===== src/rtl/alram_arb2_if.sv =====
// Master-side bundle for alram_arb2: one write channel and one read channel
// with combinational grants and tagged read returns.
interface alram_arb2_if #(
    parameter int WID  = 256,
    parameter int AWID = 5
);
    logic            wreq;
    logic [AWID-1:0] wa;
    logic [WID-1:0]  wdi;
    logic            wgnt;
    logic            rreq;
    logic [AWID-1:0] ra;
    logic            rgnt;
    logic            rvld;
    logic [WID-1:0]  rdo;

    modport master (
        output wreq, wa, wdi, rreq, ra,
        input  wgnt, rgnt, rvld, rdo
    );

    modport slave (
        input  wreq, wa, wdi, rreq, ra,
        output wgnt, rgnt, rvld, rdo
    );
endinterface


===== src/rtl/alram_arb2.sv =====
// Two-master round-robin arbiter in front of a simple dual-port RAM.
// Write and read ports arbitrate independently; reads yield to same-address writes.
module alram_arb2 #(
    parameter int WID  = 256,
    parameter int AWID = 5,
    parameter int RLAT = 1
) (
    input  logic             clk,
    input  logic             rst,
    alram_arb2_if.slave      m0,
    alram_arb2_if.slave      m1,
    output logic             ram_we_o,
    output logic [AWID-1:0]  ram_wa_o,
    output logic [WID-1:0]   ram_wdi_o,
    output logic [AWID-1:0]  ram_ra_o,
    input  logic [WID-1:0]   ram_rdo_i
);

    logic            wptr_q, wptr_d;
    logic            rptr_q, rptr_d;
    logic            ram_we_q, ram_we_d;
    logic [AWID-1:0] ram_wa_q, ram_wa_d;
    logic [WID-1:0]  ram_wdi_q, ram_wdi_d;
    logic [AWID-1:0] ram_ra_q, ram_ra_d;
    logic [RLAT:0]   pvld_q, pvld_d;
    logic [RLAT:0]   pid_q, pid_d;

    logic            w_any, w_sel;
    logic            r_any, r_sel, r_hit, r_go;
    logic [AWID-1:0] w_addr, r_addr;
    logic [WID-1:0]  w_data;

    // Pointer value names the master favoured when both request
    always_comb begin
        w_any  = m0.wreq | m1.wreq;
        w_sel  = (m0.wreq & m1.wreq) ? wptr_q : m1.wreq;
        w_addr = w_sel ? m1.wa : m0.wa;
        w_data = w_sel ? m1.wdi : m0.wdi;

        r_any  = m0.rreq | m1.rreq;
        r_sel  = (m0.rreq & m1.rreq) ? rptr_q : m1.rreq;
        r_addr = r_sel ? m1.ra : m0.ra;
        r_hit  = w_any & r_any & (r_addr == w_addr);
        r_go   = r_any & ~r_hit;

        wptr_d = w_any ? ~w_sel : wptr_q;
        rptr_d = r_go ? ~r_sel : rptr_q;
    end

    always_comb begin
        ram_we_d  = w_any;
        ram_wa_d  = ram_wa_q;
        ram_wdi_d = ram_wdi_q;
        ram_ra_d  = ram_ra_q;
        if (w_any) begin
            ram_wa_d  = w_addr;
            ram_wdi_d = w_data;
        end
        if (r_go) begin
            ram_ra_d = r_addr;
        end
        pvld_d = {pvld_q[RLAT-1:0], r_go};
        pid_d  = {pid_q[RLAT-1:0], r_sel};
    end

    always_ff @(posedge clk or posedge rst) begin
        if (rst) begin
            wptr_q    <= 1'b0;
            rptr_q    <= 1'b0;
            ram_we_q  <= 1'b0;
            ram_wa_q  <= '0;
            ram_wdi_q <= '0;
            ram_ra_q  <= '0;
            pvld_q    <= '0;
            pid_q     <= '0;
        end else begin
            wptr_q    <= wptr_d;
            rptr_q    <= rptr_d;
            ram_we_q  <= ram_we_d;
            ram_wa_q  <= ram_wa_d;
            ram_wdi_q <= ram_wdi_d;
            ram_ra_q  <= ram_ra_d;
            pvld_q    <= pvld_d;
            pid_q     <= pid_d;
        end
    end

    assign m0.wgnt = w_any & ~w_sel;
    assign m1.wgnt = w_any & w_sel;
    assign m0.rgnt = r_go & ~r_sel;
    assign m1.rgnt = r_go & r_sel;

    // Last pipeline stage lines up with the RAM's read data
    assign m0.rvld = pvld_q[RLAT] & ~pid_q[RLAT];
    assign m1.rvld = pvld_q[RLAT] & pid_q[RLAT];
    assign m0.rdo  = ram_rdo_i;
    assign m1.rdo  = ram_rdo_i;

    assign ram_we_o  = ram_we_q;
    assign ram_wa_o  = ram_wa_q;
    assign ram_wdi_o = ram_wdi_q;
    assign ram_ra_o  = ram_ra_q;

endmodule


===== src/flat_wrapper.sv =====
// flat-port wrapper written by rule: the top's interface ports become plain ports
module alram_arb2_flat 
#(
    parameter int WID  = 256,
    parameter int AWID = 5,
    parameter int RLAT = 1
)
  (clk, rst, ram_we_o, ram_wa_o, ram_wdi_o, ram_ra_o, ram_rdo_i, m0_wreq, m0_wa, m0_wdi, m0_rreq, m0_ra, m0_wgnt, m0_rgnt, m0_rvld, m0_rdo, m1_wreq, m1_wa, m1_wdi, m1_rreq, m1_ra, m1_wgnt, m1_rgnt, m1_rvld, m1_rdo);
  alram_arb2_if #(.WID(WID), .AWID(AWID)) m0_i ();
  alram_arb2_if #(.WID(WID), .AWID(AWID)) m1_i ();
  input  logic clk;
  input  logic rst;
  output logic ram_we_o;
  output logic [AWID-1:0] ram_wa_o;
  output logic [WID-1:0] ram_wdi_o;
  output logic [AWID-1:0] ram_ra_o;
  input  logic [WID-1:0] ram_rdo_i;
  input wire logic [$bits(m0_i.wreq)-1:0] m0_wreq;
  input wire logic [$bits(m0_i.wa)-1:0] m0_wa;
  input wire logic [$bits(m0_i.wdi)-1:0] m0_wdi;
  input wire logic [$bits(m0_i.rreq)-1:0] m0_rreq;
  input wire logic [$bits(m0_i.ra)-1:0] m0_ra;
  output wire logic [$bits(m0_i.wgnt)-1:0] m0_wgnt;
  output wire logic [$bits(m0_i.rgnt)-1:0] m0_rgnt;
  output wire logic [$bits(m0_i.rvld)-1:0] m0_rvld;
  output wire logic [$bits(m0_i.rdo)-1:0] m0_rdo;
  input wire logic [$bits(m1_i.wreq)-1:0] m1_wreq;
  input wire logic [$bits(m1_i.wa)-1:0] m1_wa;
  input wire logic [$bits(m1_i.wdi)-1:0] m1_wdi;
  input wire logic [$bits(m1_i.rreq)-1:0] m1_rreq;
  input wire logic [$bits(m1_i.ra)-1:0] m1_ra;
  output wire logic [$bits(m1_i.wgnt)-1:0] m1_wgnt;
  output wire logic [$bits(m1_i.rgnt)-1:0] m1_rgnt;
  output wire logic [$bits(m1_i.rvld)-1:0] m1_rvld;
  output wire logic [$bits(m1_i.rdo)-1:0] m1_rdo;
  assign m0_i.wreq = m0_wreq;
  assign m0_i.wa = m0_wa;
  assign m0_i.wdi = m0_wdi;
  assign m0_i.rreq = m0_rreq;
  assign m0_i.ra = m0_ra;
  assign m0_wgnt = m0_i.wgnt;
  assign m0_rgnt = m0_i.rgnt;
  assign m0_rvld = m0_i.rvld;
  assign m0_rdo = m0_i.rdo;
  assign m1_i.wreq = m1_wreq;
  assign m1_i.wa = m1_wa;
  assign m1_i.wdi = m1_wdi;
  assign m1_i.rreq = m1_rreq;
  assign m1_i.ra = m1_ra;
  assign m1_wgnt = m1_i.wgnt;
  assign m1_rgnt = m1_i.rgnt;
  assign m1_rvld = m1_i.rvld;
  assign m1_rdo = m1_i.rdo;
  alram_arb2 #(.WID(WID), .AWID(AWID), .RLAT(RLAT)) u_core (.clk(clk), .rst(rst), .m0(m0_i), .m1(m1_i), .ram_we_o(ram_we_o), .ram_wa_o(ram_wa_o), .ram_wdi_o(ram_wdi_o), .ram_ra_o(ram_ra_o), .ram_rdo_i(ram_rdo_i));
endmodule

===== config.mk =====
export PLATFORM = sky130hd
export DESIGN_NAME = alram_arb2_flat
export DESIGN_NICKNAME = d
export VERILOG_FILES = /design/src/rtl/alram_arb2_if.sv /design/src/rtl/alram_arb2.sv /design/src/flat_wrapper.sv
export SDC_FILE = /design/constraint.sdc
export NUM_CORES = 1
export LEC_CHECK = 0
export CAP_MARGIN = 15
export CELL_PAD_IN_SITES_DETAIL_PLACEMENT = 0
export CELL_PAD_IN_SITES_GLOBAL_PLACEMENT = 2
export CORE_AREA = 2 2 617 619
export CTS_BUF_LIST = sky130_fd_sc_hd__clkbuf_4
export DETAILED_ROUTE_END_ITERATION = 6
export DIE_AREA = 0 0 619 621
export PLACE_DENSITY_LB_ADDON = 0.1
export SLEW_MARGIN = 20
export SYNTH_ARGS = -nofsm -noshare
export SYNTH_HDL_FRONTEND = slang
export SYNTH_SLANG_ARGS = --single-unit

===== constraint.sdc =====
create_clock -name clk -period 21.5 [get_ports clk]
set_input_delay 2.15 -clock clk [delete_from_list [all_inputs] [get_ports clk]]
set_output_delay 2.15 -clock clk [all_outputs]
set_load 0.02 [all_outputs]

# After elaboration in Yosys (flattened, before gate mapping)
# Index checks and enable logic that the tools add are counted.
# Widths: inputs -> output; s select.
totals:
  register_bits: 273
  out_inout_bits: 785
  elab_cells: 31
op_classes:
  n_eq_ne: 1
  muxes: 5
  bitwise: 17
ops:
  columns: ["op", "n"]
  rows:
  - ["$mux 256", 1]
  - ["$and 1x1->1", 11]
  - ["$mux 5", 2]
  - ["$eq 5x5->1", 1]
  - ["$not 1->1", 4]
  - ["$mux 1", 2]
  - ["$or 1x1->1", 2]

# Logic depth before layout (Yosys ltp)
logic_depth:
  word_depth: 8
  ltp_mapped: 7
  ltp_nobuf: 6

# Worst setup path before layout
# No wires, ideal clock.
synth_timing:
  path_kind: "input port to output port"
  start: "in m0_wreq"
  end: "out m0_rgnt"
  t_arrival_ns: 3.605
  required_ns: 19.350
  slack_ns: 15.745
  path_stages: 6
  n_path_buf: 0
  path_cell_list: "and2b_2 nor2_8 mux2i_2 xnor2_2 and4_1 nor3_1"
synth_via:
  elab_chain_cells: 8
  word_cells_on_any_way: 10
  cone_classes: "eq/ne: 1; mux: 2; bitwise: 7"
synth_rtl:
  columns: ["item", "line_no", "rtl"]
  rows:
  - ["start: declaration", "flat_wrapper.sv:18", "input wire logic [$bits(m0_i.wreq)-1:0] m0_wreq;"]
  - ["$and 1x1->1", "alram_arb2.sv:36", "w_sel = (m0.wreq & m1.wreq) ? wptr_q : m1.wreq;"]
  - ["$mux 1", "alram_arb2.sv:36", null]
  - ["$mux 5", "alram_arb2.sv:37", "w_addr = w_sel ? m1.wa : m0.wa;"]
  - ["$eq 5x5->1", "alram_arb2.sv:43", "r_hit = w_any & r_any & (r_addr == w_addr);"]
  - ["$and 1x1->1 (*)", "alram_arb2.sv:43", null]
  - ["$not 1->1 (*)", "alram_arb2.sv:44", "r_go = r_any & ~r_hit;"]
  - ["$and 1x1->1 (*)", "alram_arb2.sv:44", null]
  - ["$and 1x1->1 (*)", "alram_arb2.sv:90", "assign m0.rgnt = r_go & ~r_sel;"]
  - ["end: declaration", "flat_wrapper.sv:24", "output wire logic [$bits(m0_i.rgnt)-1:0] m0_rgnt;"]
# Mark *: on every way between the ends. The rest lies on a longest branch, timed or not.

# Worst setup path in the final report
layout_timing:
  start: "in m1_wreq"
  end: "out m0_rgnt"
layout_via:
  elab_chain_cells: 8
  word_cells_on_any_way: 10
  cone_classes: "eq/ne: 1; mux: 2; bitwise: 7"
layout_rtl:
  columns: ["item", "line_no", "rtl"]
  rows:
  - ["start: declaration", "flat_wrapper.sv:27", "input wire logic [$bits(m1_i.wreq)-1:0] m1_wreq;"]
  - ["$and 1x1->1", "alram_arb2.sv:36", null]
  - ["$mux 1", "alram_arb2.sv:36", null]
  - ["$mux 5", "alram_arb2.sv:37", null]
  - ["$eq 5x5->1", "alram_arb2.sv:43", null]
  - ["$and 1x1->1 (*)", "alram_arb2.sv:43", null]
  - ["$not 1->1 (*)", "alram_arb2.sv:44", null]
  - ["$and 1x1->1 (*)", "alram_arb2.sv:44", null]
  - ["$and 1x1->1 (*)", "alram_arb2.sv:90", null]
# Marked as above.

==> out/qor.yml <==
timing.final.ws_setup_ns: 14.25
p_comb_share_pct: 28.1
critPathBufInv: 3
synth-async-reset-ratio_pct: 100.0
numCtsBuffers: 135
critPathTopFamily: "buffers and inverters"
cts_setup_buffers: 0
core_area_um2: 377800
drtIter0Drc: 580
hold_path.class: "reg2reg"
crit_path_max_incr_delay_ns: 0.69
switching_share_pct: 39.07
final_area_um2: 27410
ys.warnings.count: 0
cts_tree: "done"
arrival_ns: 5.10
crit_type: "in2out"
synth-edff-count: 0
max_cap_violations: 0
tightest_slew_ns: 1.065
drc: 0
crit_slowest_cell: "clkdlybuf4s50_1"
hpwl_um: 147100
power_frac_seq_pct: 31.8
gr-total-overflow: 0
final_core_util_pct: 7.254
worst-endpoint-required_ns: 19.35
synth.avg_cell_area_um2: 8.997
cp_cell_sequence: "clkdlybuf4s50_1 > inv_2 > nor2_8 > mux2i_2 > xnor2_2 > and4_1 > nor3_1 > clkdlybuf4s50_1"
cpMostUsedCell: "clkdlybuf4s50_1"
antenna_found_initial: 122
grt_pass1_vias: 15930
synth.distinct_cells: 40
wl_per_cell_um: 24.87
cp-end-kind: "output pin"
critPathLaunchType: "primary input"
peakVddDrop_uv: 24.77
rsz0062_at_grt: "no"
p_leak_uw: 0.009884
total_switching_power_uw: 791.8
vias: 14410
die-area_um2: 384400
final-setup-viol-count: 0
total_power_uw: 2027
grt_start_max_net_pins: 64
clock_skew_ns: 0.1624
period_needed_ns: 7.251
dr.pass1.iters: 6
nets: 2879
slew_viol_final: 0
clock-sinks: 273
synth_area_um2: 15360
fin_crit_sh_pct: 33.72
status: "completed"
insertion_delay_ns: 1.24
ys_seq_elements: 273
gp_congestion: 0.6864
nFillCells: 44420
ys_seq_area_share_pct: 44.48
clk_path_buf_depth: 4
dp_slack_ns: 14.09
drive_gt1_share_pct: 11.61
maxSlewHeadroom_pct: 29.01
post_dp_cell_area_um2: 25810
viasPerCell: 2.003
die_w_um: 619
layout_common_cells: "810 x clkdlybuf4s50_1, 515 x nand2_1, 273 x dfrtp_1"
critPathMaxFanout: 21
syn-num-nets: 2501
cts-root-buf: "clkbuf_4"
postRouteAntennaNets: 0
io_pins: 1579
fmax_ghz: 0.1379
path_clk_slew_ns: 0.06
ctsHoldBuffers: 0
grt_pass1_wl_um: 219200
track_usage_pct: 9.058
die_h_um: 621
p_int_uw: 1235
hold_viol_final: 0
areaGrowthSynthToFinish_pct: 78.44
synth_flop_cell: "dfrtp_1"
start_util_pct: 4.065
synthCells: 1707
clockPowerShare_pct: 40.1
power_density_nw_per_um2: 73.95
routed_wl_um: 178900
numPortBuffers: 810
h-tree-depth: 4
tns_ns: 0
final_common_cell: "clkdlybuf4s50_1"
num_rows: 226
cts_resized: 0
-- path summary, 6_finish.rpt --
check | from | to | slack [ns] | depth (start not counted)
max | m1_wreq | m0_rgnt | 14.25 | 8
min | u_core.pvld_q[0] | u_core.pvld_q[1] | 0.36 | 0
max reg2reg | u_core.wptr_q | u_core.ram_wdi_o[234] | 17.26 | 11
min reg2reg | u_core.pvld_q[0] | u_core.pvld_q[1] | 0.36 | 0
max in group asynchronous | rst | u_core.ram_wdi_o[235] | 18.00 | 4
min in group asynchronous | rst | u_core.ram_wdi_o[228] | 1.46 | 2
-- area by class of cell --
| cell class | count | area, um^2 | share of cell area [%] |
|---|---|---|---|
| flip-flops and latches | 273 | 6832 | 24.93 |
| diodes | 27 | 67.56 | 0.2465 |
| multi-input cells | 830 | 4353 | 15.88 |
| clock buffers | 192 | 1441 | 5.260 |
| clock inverters | 13 | 87.58 | 0.3196 |
| repair buffers | 837 | 8310 | 30.32 |
| inverters | 8 | 37.54 | 0.1370 |
| well taps | 5016 | 6276 | 22.90 |
-- kinds of logic after synthesis --
family	Yosys count	synth area share [%]
AND/OR/NAND/NOR	543	13.73
XOR/XNOR	2	0.2118
multiplexers	9	0.7576
buffers and inverters	604	27.27
AO/OA/AOI/OAI	276	13.55
flip-flops	273	44.48
-- metal layers --
metal	routed length (um)	global-route usage, %
met2	87030	15.61
met4	8345	3.693
met5	615	0.1641
met1	58670	8.509
met3	24290	5.724
-- registers in the layout (all words and copies together) (netlist names) --
name	flops
u_core.ram_wdi_o	256
u_core.ram_ra_o	5
u_core.ram_wa_o	5
u_core.pid_q	2
u_core.pvld_q	2
u_core.ram_we_o	1
u_core.rptr_q	1
u_core.wptr_q	1
-- power by group through the flow --
stage               combinational (uW)  sequential (uW)  clock [uW]
floorplan                          257              701           0
global placement                   614              660           0
detailed placement                 607              657           0
CTS                                610              650         917
global route                       623              657         920
finish                             569              645         813
-- through the flow --
| step | hold WS, ns | std cells |
|---|---|---|
| floorplan | 0.3312 | 1707 |
| global placement | 0.3468 | 6964 |
| detailed placement | 0.3387 | 6964 |
| CTS | 0.3607 | 7169 |
| global route | 0.3589 | 7173 |
| finish | 0.3593 | 7196 |
-- cell usage after synthesis (2+ instances only) --
| cell type | instances | area, um^2 |
|---|---|---|
| nand2_1 | 515 | 1933 |
| buf_4 | 512 | 3844 |
| dfrtp_1 | 273 | 6832 |
| a22oi_1 | 256 | 1922 |
| clkbuf_1 | 76 | 285.3 |
| buf_1 | 8 | 30.03 |
| nor2_1 | 8 | 30.03 |
| inv_1 | 5 | 18.77 |
| nand3_1 | 5 | 25.02 |
| o21ai_1 | 5 | 25.02 |
| inv_2 | 3 | 11.26 |
| mux2_4 | 3 | 45.04 |
| mux2i_1 | 3 | 30.03 |
| mux2i_2 | 3 | 41.29 |
| a21oi_1 | 2 | 10.01 |
| a22o_1 | 2 | 17.52 |
| a31oi_1 | 2 | 12.51 |
| nand4_1 | 2 | 12.51 |
| nor2b_1 | 2 | 12.51 |
| xnor2_2 | 2 | 32.53 |
Note: power is estimated with default switching activity, not from simulation.
